### src/rtl/cdr_pkg.sv
// Shared state encoding and default frequency word for the CDR lock controller.
package cdr_pkg;

  typedef enum logic [1:0] {
    IDLE   = 2'd0,
    SWEEP  = 2'd1,
    TRACK  = 2'd2,
    LOCKED = 2'd3
  } cdr_state_e;

  localparam logic [31:0] CDR_C_F_DEFAULT = 32'd14658591;

endpackage

### src/rtl/cdr_win_meter.sv
// Fixed-length evaluation window: counts cycles, accumulates the phase balance of
// NRZ edges and grades the window on its terminal cycle.
module cdr_win_meter #(
  parameter int WIN = 1024,
  parameter int TOL = 8
) (
  input  logic clk,
  input  logic rst,
  input  logic clr_i,
  input  logic nrz_edge_i,
  input  logic cdr_phase_i,
  output logic done_o,
  output logic good_o,
  output logic pos_o,
  output logic neg_o
);

  localparam int CW = $clog2(WIN);
  localparam logic [CW-1:0] LAST = CW'(WIN - 1);
  localparam logic signed [15:0] BAL_MAX = 16'sd32767;

  logic [CW-1:0]      cnt_q, cnt_d;
  logic signed [15:0] bal_q, bal_d, bal_abs;
  logic               seen_q, seen_d;

  // Grading uses the post-update balance so an edge in the terminal cycle
  // still belongs to the window that is closing.
  always_comb begin
    bal_d = bal_q;
    if (nrz_edge_i && cdr_phase_i && (bal_q != BAL_MAX))
      bal_d = bal_q + 16'sd1;
    else if (nrz_edge_i && !cdr_phase_i && (bal_q != -BAL_MAX))
      bal_d = bal_q - 16'sd1;
    seen_d  = seen_q | nrz_edge_i;
    bal_abs = bal_d[15] ? -bal_d : bal_d;
    done_o  = (cnt_q == LAST);
    cnt_d   = done_o ? '0 : cnt_q + 1'b1;
    good_o  = seen_d && (32'(bal_abs) <= TOL);
    pos_o   = (bal_d > 16'sd0);
    neg_o   = bal_d[15];
  end

  always_ff @(posedge clk) begin
    if (rst || clr_i) begin
      cnt_q  <= '0;
      bal_q  <= '0;
      seen_q <= 1'b0;
    end else begin
      cnt_q  <= cnt_d;
      bal_q  <= done_o ? 16'sd0 : bal_d;
      seen_q <= done_o ? 1'b0 : seen_d;
    end
  end

endmodule

### src/rtl/cdr_lock_ctrl.sv
// CDR frequency acquisition and lock supervisor: sweeps the frequency word toward
// balanced phase, then tracks and supervises lock window by window.
//   IDLE   | disabled, fword parked at C_F, window meter held clear
//   SWEEP  | step fword against the sign of each bad window's balance
//   TRACK  | fword frozen, counting consecutive good windows
//   LOCKED | lock declared, counting consecutive bad windows
module cdr_lock_ctrl
  import cdr_pkg::*;
#(
  parameter logic [31:0] C_F       = CDR_C_F_DEFAULT,
  parameter logic [31:0] STEP      = 32'd4096,
  parameter logic [31:0] SPAN      = 32'd1048576,
  parameter int          WIN       = 1024,
  parameter int          TOL       = 8,
  parameter int          LOCK_WINS = 4,
  parameter int          LOSS_WINS = 3
) (
  input  logic        clk,
  input  logic        rst,
  input  logic        en,
  input  logic        nrz_edge,
  input  logic        cdr_phase,
  output logic [31:0] fword,
  output logic        fword_load,
  output logic        locked,
  output logic        lol,
  output logic [1:0]  state
);

  localparam logic [32:0] F_LO_X = {1'b0, C_F} - {1'b0, SPAN};
  localparam logic [32:0] F_HI_X = {1'b0, C_F} + {1'b0, SPAN};
  localparam logic [31:0] F_LO   = F_LO_X[32] ? 32'd0 : F_LO_X[31:0];
  localparam logic [31:0] F_HI   = F_HI_X[32] ? 32'hFFFF_FFFF : F_HI_X[31:0];

  cdr_state_e  state_q, state_d;
  logic [31:0] fword_q, fword_d, fword_dn, fword_up;
  logic [32:0] dn_x, up_x;
  logic        load_q, lol_q, lol_d;
  logic [15:0] good_q, good_d, bad_q, bad_d;
  logic        win_done, win_good, win_pos, win_neg;

  cdr_win_meter #(
    .WIN (WIN),
    .TOL (TOL)
  ) u_meter (
    .clk         (clk),
    .rst         (rst),
    .clr_i       (state_q == IDLE),
    .nrz_edge_i  (nrz_edge),
    .cdr_phase_i (cdr_phase),
    .done_o      (win_done),
    .good_o      (win_good),
    .pos_o       (win_pos),
    .neg_o       (win_neg)
  );

  // Clamped sweep candidates; 33-bit math keeps the bound checks wrap-free.
  always_comb begin
    dn_x     = {1'b0, fword_q} - {1'b0, STEP};
    up_x     = {1'b0, fword_q} + {1'b0, STEP};
    fword_dn = (dn_x[32] || (dn_x[31:0] < F_LO)) ? F_LO : dn_x[31:0];
    fword_up = (up_x > {1'b0, F_HI}) ? F_HI : up_x[31:0];
  end

  always_comb begin
    state_d = state_q;
    fword_d = fword_q;
    good_d  = good_q;
    bad_d   = bad_q;
    lol_d   = 1'b0;
    case (state_q)
      IDLE: begin
        if (en) state_d = SWEEP;
      end
      SWEEP: begin
        if (win_done) begin
          if (win_good) begin
            state_d = TRACK;
            good_d  = 16'd1;
          end else if (win_pos) begin
            fword_d = fword_dn;
          end else if (win_neg) begin
            fword_d = fword_up;
          end
        end
      end
      TRACK: begin
        if (win_done) begin
          if (!win_good) begin
            state_d = SWEEP;
            good_d  = '0;
          end else if ({16'd0, good_q} + 32'd1 >= LOCK_WINS) begin
            state_d = LOCKED;
            good_d  = '0;
            bad_d   = '0;
          end else begin
            good_d = good_q + 16'd1;
          end
        end
      end
      LOCKED: begin
        if (win_done) begin
          if (win_good) begin
            bad_d = '0;
          end else if ({16'd0, bad_q} + 32'd1 >= LOSS_WINS) begin
            state_d = SWEEP;
            bad_d   = '0;
            lol_d   = 1'b1;
          end else begin
            bad_d = bad_q + 16'd1;
          end
        end
      end
      default: state_d = IDLE;
    endcase
    // Disable wins over whatever the closing window decided.
    if ((state_q != IDLE) && !en) begin
      state_d = IDLE;
      fword_d = C_F;
      good_d  = '0;
      bad_d   = '0;
      lol_d   = 1'b0;
    end
  end

  always_ff @(posedge clk) begin
    if (rst) begin
      state_q <= IDLE;
      fword_q <= C_F;
      load_q  <= 1'b0;
      lol_q   <= 1'b0;
      good_q  <= '0;
      bad_q   <= '0;
    end else begin
      state_q <= state_d;
      fword_q <= fword_d;
      load_q  <= (fword_d != fword_q);
      lol_q   <= lol_d;
      good_q  <= good_d;
      bad_q   <= bad_d;
    end
  end

  assign fword      = fword_q;
  assign fword_load = load_q;
  assign locked     = (state_q == LOCKED);
  assign lol        = lol_q;
  assign state      = state_q;

endmodule

### config.mk
export PLATFORM = sky130hd
export DESIGN_NAME = cdr_lock_ctrl
export DESIGN_NICKNAME = d
export VERILOG_FILES = /design/src/rtl/cdr_pkg.sv /design/src/rtl/cdr_win_meter.sv /design/src/rtl/cdr_lock_ctrl.sv
export SDC_FILE = /design/constraint.sdc
export NUM_CORES = 1
export LEC_CHECK = 0
export CAP_MARGIN = 10
export CORE_MARGIN = 2
export CORE_UTILIZATION = 54
export CTS_BUF_LIST = sky130_fd_sc_hd__clkbuf_2 sky130_fd_sc_hd__clkbuf_4 sky130_fd_sc_hd__clkbuf_8
export CTS_CLUSTER_SIZE = 10
export DETAILED_ROUTE_END_ITERATION = 8
export GPL_TIMING_DRIVEN = 0
export PLACE_DENSITY = 0.83
export SLEW_MARGIN = 10
export SYNTH_ARGS = -nofsm -noshare
export SYNTH_HDL_FRONTEND = slang
export SYNTH_HIERARCHICAL = 1
export SYNTH_SLANG_ARGS = --single-unit
### constraint.sdc
create_clock -name clk -period 13.2 [get_ports clk]
set_input_delay 3.96 -clock clk [delete_from_list [all_inputs] [get_ports clk]]
set_output_delay 3.96 -clock clk [all_outputs]
set_load 0.02 [all_outputs]
==> summary by stage <==
Yosys
The synthesized area per cell is between 7 and 8 sq um. The fraction of the mapped netlist area in simple logic gates is a little under two fifths. Yosys printed 6 warnings.

The share of async-settable or async-resettable flops after synthesis is 0%. The synthesized design spends more area on one cell type than any other, namely dfxtp_1. The mux contribution to synthesized area is roughly 1.4%. The part of the Yosys area used for sequential elements is a little over a quarter.

The count of state elements after synthesis is 95. The synthesized design devotes to its leading area cell type approximately 27% of total area. The number of library cell types mapped by synthesis is around 100. The total standard cell area after synthesis is ~7100 sq um. In this run, synthesis inferred 0 flip-flops with an integrated enable. The xor and xnor fraction of the mapped netlist area is between 4 and 5%.

Summing the areas of all fa, ha and maj instances in the mapped netlist gives under 10% of the synthesized area. The net count after synthesis is ~910. The number of cells produced by synthesis is about 900. The synthesized netlist devotes a little over a fifth of its cell area to compound gates. The dominant register cell in the synthesized netlist is dfxtp_1. By area the synthesized netlist is led by dfxtp_1 27%, nor2_1 4.4%, nand2_1 3.7%, and3_1 3.5%, a21oi_1 3.4%. The main combinational cell family by area after synthesis is simple AND/OR/NAND/NOR gates.

Global routing
The first global-routing pass estimated 34.46 mm of wire. After global routing the overflow that remains totals 0. Entering global routing, the biggest net connects 17 pins. The via count of the first global-routing pass was around 6500. The total global-route track usage is a little under a third. The number of antenna violations at the first check in global routing is 0.

Timing
Derived from the worst setup path, the maximum achievable clock frequency is around 110 MHz. The clock arrives with about 0.027 ns of skew. Setup repair after global routing left no endpoint under its margin. The final-report max-slew violation count is 0. After routing, the total negative slack on setup checks comes to 0 ns. The worst slew slack as a fraction of its limit is approximately 43%. In the finished design, the share of the clock period the worst path needs comes to a little under three quarters. The final setup violation count is 0. For the finished layout, the period the worst path requires is approximately 9.4 ns.

At the pin with the least slew margin, the transition time is 0.8457 ns. The number of hold violations in the final report is 0.

Floorplanning
The area of the die is 14080 sq um. The top-level port count is 42. The floorplan step set the die height to ~120 microns. The region available for standard cell placement spans 12720 sq um. Once the floorplan was initialized, standard cells occupied a little under three fifths of the core.

The initialized floorplan defines 41 standard-cell rows. The die is around 120 microns wide.

Critical path
Together, buffers and inverters on the worst path number 2. On the worst path, the slowest cell contributes a delay of ~0.64 ns. The setup slack of the worst register-to-register path is approximately 7.2 ns. The signal on the critical path passes through clkdlybuf4s50_1 -> nand2_1 -> nor3_1 -> nand3b_1 -> a21oi_1 -> xnor2_1 -> nor3_1 -> a311oi_1 -> nor4b_2 -> buf_2 -> nor3b_2 -> nand2_1 -> o311a_1 -> a2111oi_0 -> nand4_1 -> a211oi_2 -> nand4_1 -> nor4_2 -> a41oi_2. The worst setup path is launched from an input port. STA puts the critical path data required time at 13.46 ns.

The critical path is of the in2reg type. In this run the worst path has a maximum fanout of 10. The slowest cell on the critical path is nor3b_2. The worst register-to-register path begins at u_meter/bal_q[0].

The launch point of the critical path is nrz_edge. The dominant delay contributor by cell family on the critical path is simple AND/OR/NAND/NOR gates. The data arrival time at the worst-slack endpoint is around 9.7 ns. The worst setup path is captured at a flip-flop.

Power and ir drop
The relative contribution of the clock network to total power is 34.4%. In this run the power spent charging and discharging nets is between 200 and 250 uW. The highest ir drop seen on vdd is between 0.00007 and 0.00008 V. The power density relative to cell area is ~90 nW/um^2.

The proportion of power drawn by combinational gates is between 20 and 25%. The switching fraction of total power is between 30 and 40%. Internal power comes to around 470 uW. The part of the total power dissipated in sequential elements is a little over two fifths. The total leakage power is ~0.0029 uW.

Placed design
Once detailed placement completed, the half-perimeter wirelength came to approximately 16 mm. The number of buffers added on ports is 41. The global placement routability congestion is 1.030.

Routing
The detailed router placed roughly 7400 vias in this run. The routed length per instance is just under 20 microns. Before antenna repair, the detailed router went through 7 iterations. The count of nets left with antenna violations once routing finished came out at 0. The aggregate routed wire length is about 22 mm.

For this run, design rule violations remaining after detail routing come to 0. The routed via count divided by cell count is 6.596. The number of DRC violations after detailed-routing iteration 0 is 1455.

Clock tree
TritonCTS built the clock tree. The latest clock arrival within the worst-skew pair is roughly 0.41 ns. The number of sinks on the clock net is 95. Buffers added to address setup during post-CTS repair amount to 0. The CTS root buffer is clkbuf_8. The clock transition at the register clock pins on the worst setup and hold paths after CTS is about 0.10 ns.

For this design, the CTS-stage hold fixing added 0 buffers. Post-CTS repair changed the size of 0 cells. The maximum count of clock buffers along a single path is 2. The total clock buffers created by CTS is 9. In this run the number of H-tree levels came out at 3.

Run
The tool flagged a number of max-cap violations equal to 0.

Min path
The startpoint of the most critical hold path is u_meter/cnt_q[0]. The worst hold path class is reg2reg.

Status
The run finished with clean final reports.

Cells and area
The total number of nets in the final design is 965. Once layout is complete, the utilization of the core stands at 62.66%. The share of post-route cells with drive strength above 1 is around an eighth. The synthesis-to-layout area growth is 12.24%. The number of antenna diodes in the final layout is 0.
[registers in the layout (all words and copies together), names as in the netlist]
register and cells:
u_meter/cnt_q 10, bad_q 16, fword_load 1, state 2, lol 1, u_meter/bal_q 16, good_q 16, fword 32
u_meter/seen_q 1
[path summary, 6_finish.rpt]
| kind | endpoint | cells after the start |
|---|---|---|
| max | fword_load | 19 |
| min | u_meter/cnt_q[0] | 1 |
| max reg2reg | fword_load | 19 |
| min reg2reg | u_meter/cnt_q[0] | 1 |
[worst reg2reg max path: stages (launching register included)]
cell and delay [ns]:
dfxtp_1 0.52, ha_1 0.31, nand4_1 0.31, nor3_1 0.25
o32a_1 0.18, a21oi_1 0.06, xnor2_1 0.54, nor3_1 0.13
a311oi_1 0.41, nor4b_2 0.12, buf_2 0.19, nor3b_2 0.64
nand2_1 0.36, o311a_1 0.38, a2111oi_0 0.42, nand4_1 0.19
a211oi_2 0.23, nand4_1 0.19, nor4_2 0.32, a41oi_2 0.16
[cells in the final DEF (no fill, tap or decap), types with 9 or more instances in the layout]
cell type and count:
nor2_1 84, clkdlybuf4s50_1 41, nor4_1 20, nand2b_1 12
ha_1 17, clkbuf_1 24, o21ai_0 29, xnor2_1 17
a21oi_1 48, dfxtp_1 95, o22ai_1 10, nand4_1 27
a211o_1 10, nand3b_1 10, nand2_1 70, xor2_1 14
inv_1 28, and2_1 20, clkbuf_8 9, and3_1 40
buf_2 19, nor3_1 33, nand3_1 35, a31oi_1 16
or3_1 9, mux2i_1 10, o21ai_1 9
[routing by layer]
layer  vias up  track usage [%]  share of wire [%]
met5         -                0                  0
met4         0            12.80                3.4
met3        77            7.481                 12
met2       496            43.53                 42
met1      3382            43.42                 43
li1       3432                -                  -
[cells by family after synthesis]
group | Yosys count
mux | 10
buf+inv | 92
compound gates | 208
xor+xnor | 34
flops | 95
fa+ha+maj | 17
simple gates | 435
[synth_stat cells (24+ instances only)]
cell type and count:
clkbuf_1 24, nor3_1 33, nand4_1 27, nand3_1 35, and3_1 40, a21oi_1 48, o21ai_0 29, nor2_1 84
inv_1 28, nand2_1 70, dfxtp_1 95
[power groups by stage]
| stage | Sequential (uW) | Clock, uW | Combinational, uW |
|---|---|---|---|
| after global placement | 307 | 0 | 155 |
| after global routing | 302 | 257 | 175 |
| final | 301 | 243 | 161 |
| after floorplan | 307 | 0 | 116 |
| after detailed placement | 308 | 0 | 156 |
| after CTS | 301 | 246 | 157 |
[metrics by stage]
step	setup WS (ns)	hold slack, ns	instance area [sq um]	power, uW	instances
final	3.773	0.4541	7971	705.5	1120
after global routing	3.548	0.4923	7971	734.7	1120
after CTS	3.945	0.4576	7971	703.8	1120
after detailed placement	3.569	0.4374	7727	463.3	1104
after global placement	3.581	0.4247	7727	462.2	1104
after floorplan	5.111	0.4132	7102	422.8	891
[final cells by class]
class	instances	area (sq um)
Clock buffer	9	123.9
Inverter	29	108.9
Buffer	63	331.6
Multi-Input combinational cell	704	4760
Sequential cell	95	1902
Timing Repair Buffer	41	410.4
Clock inverter	7	120.1
Tap cell	172	215.2
Fill cell	1158	4751
Power figures use the tool's default switching activity.
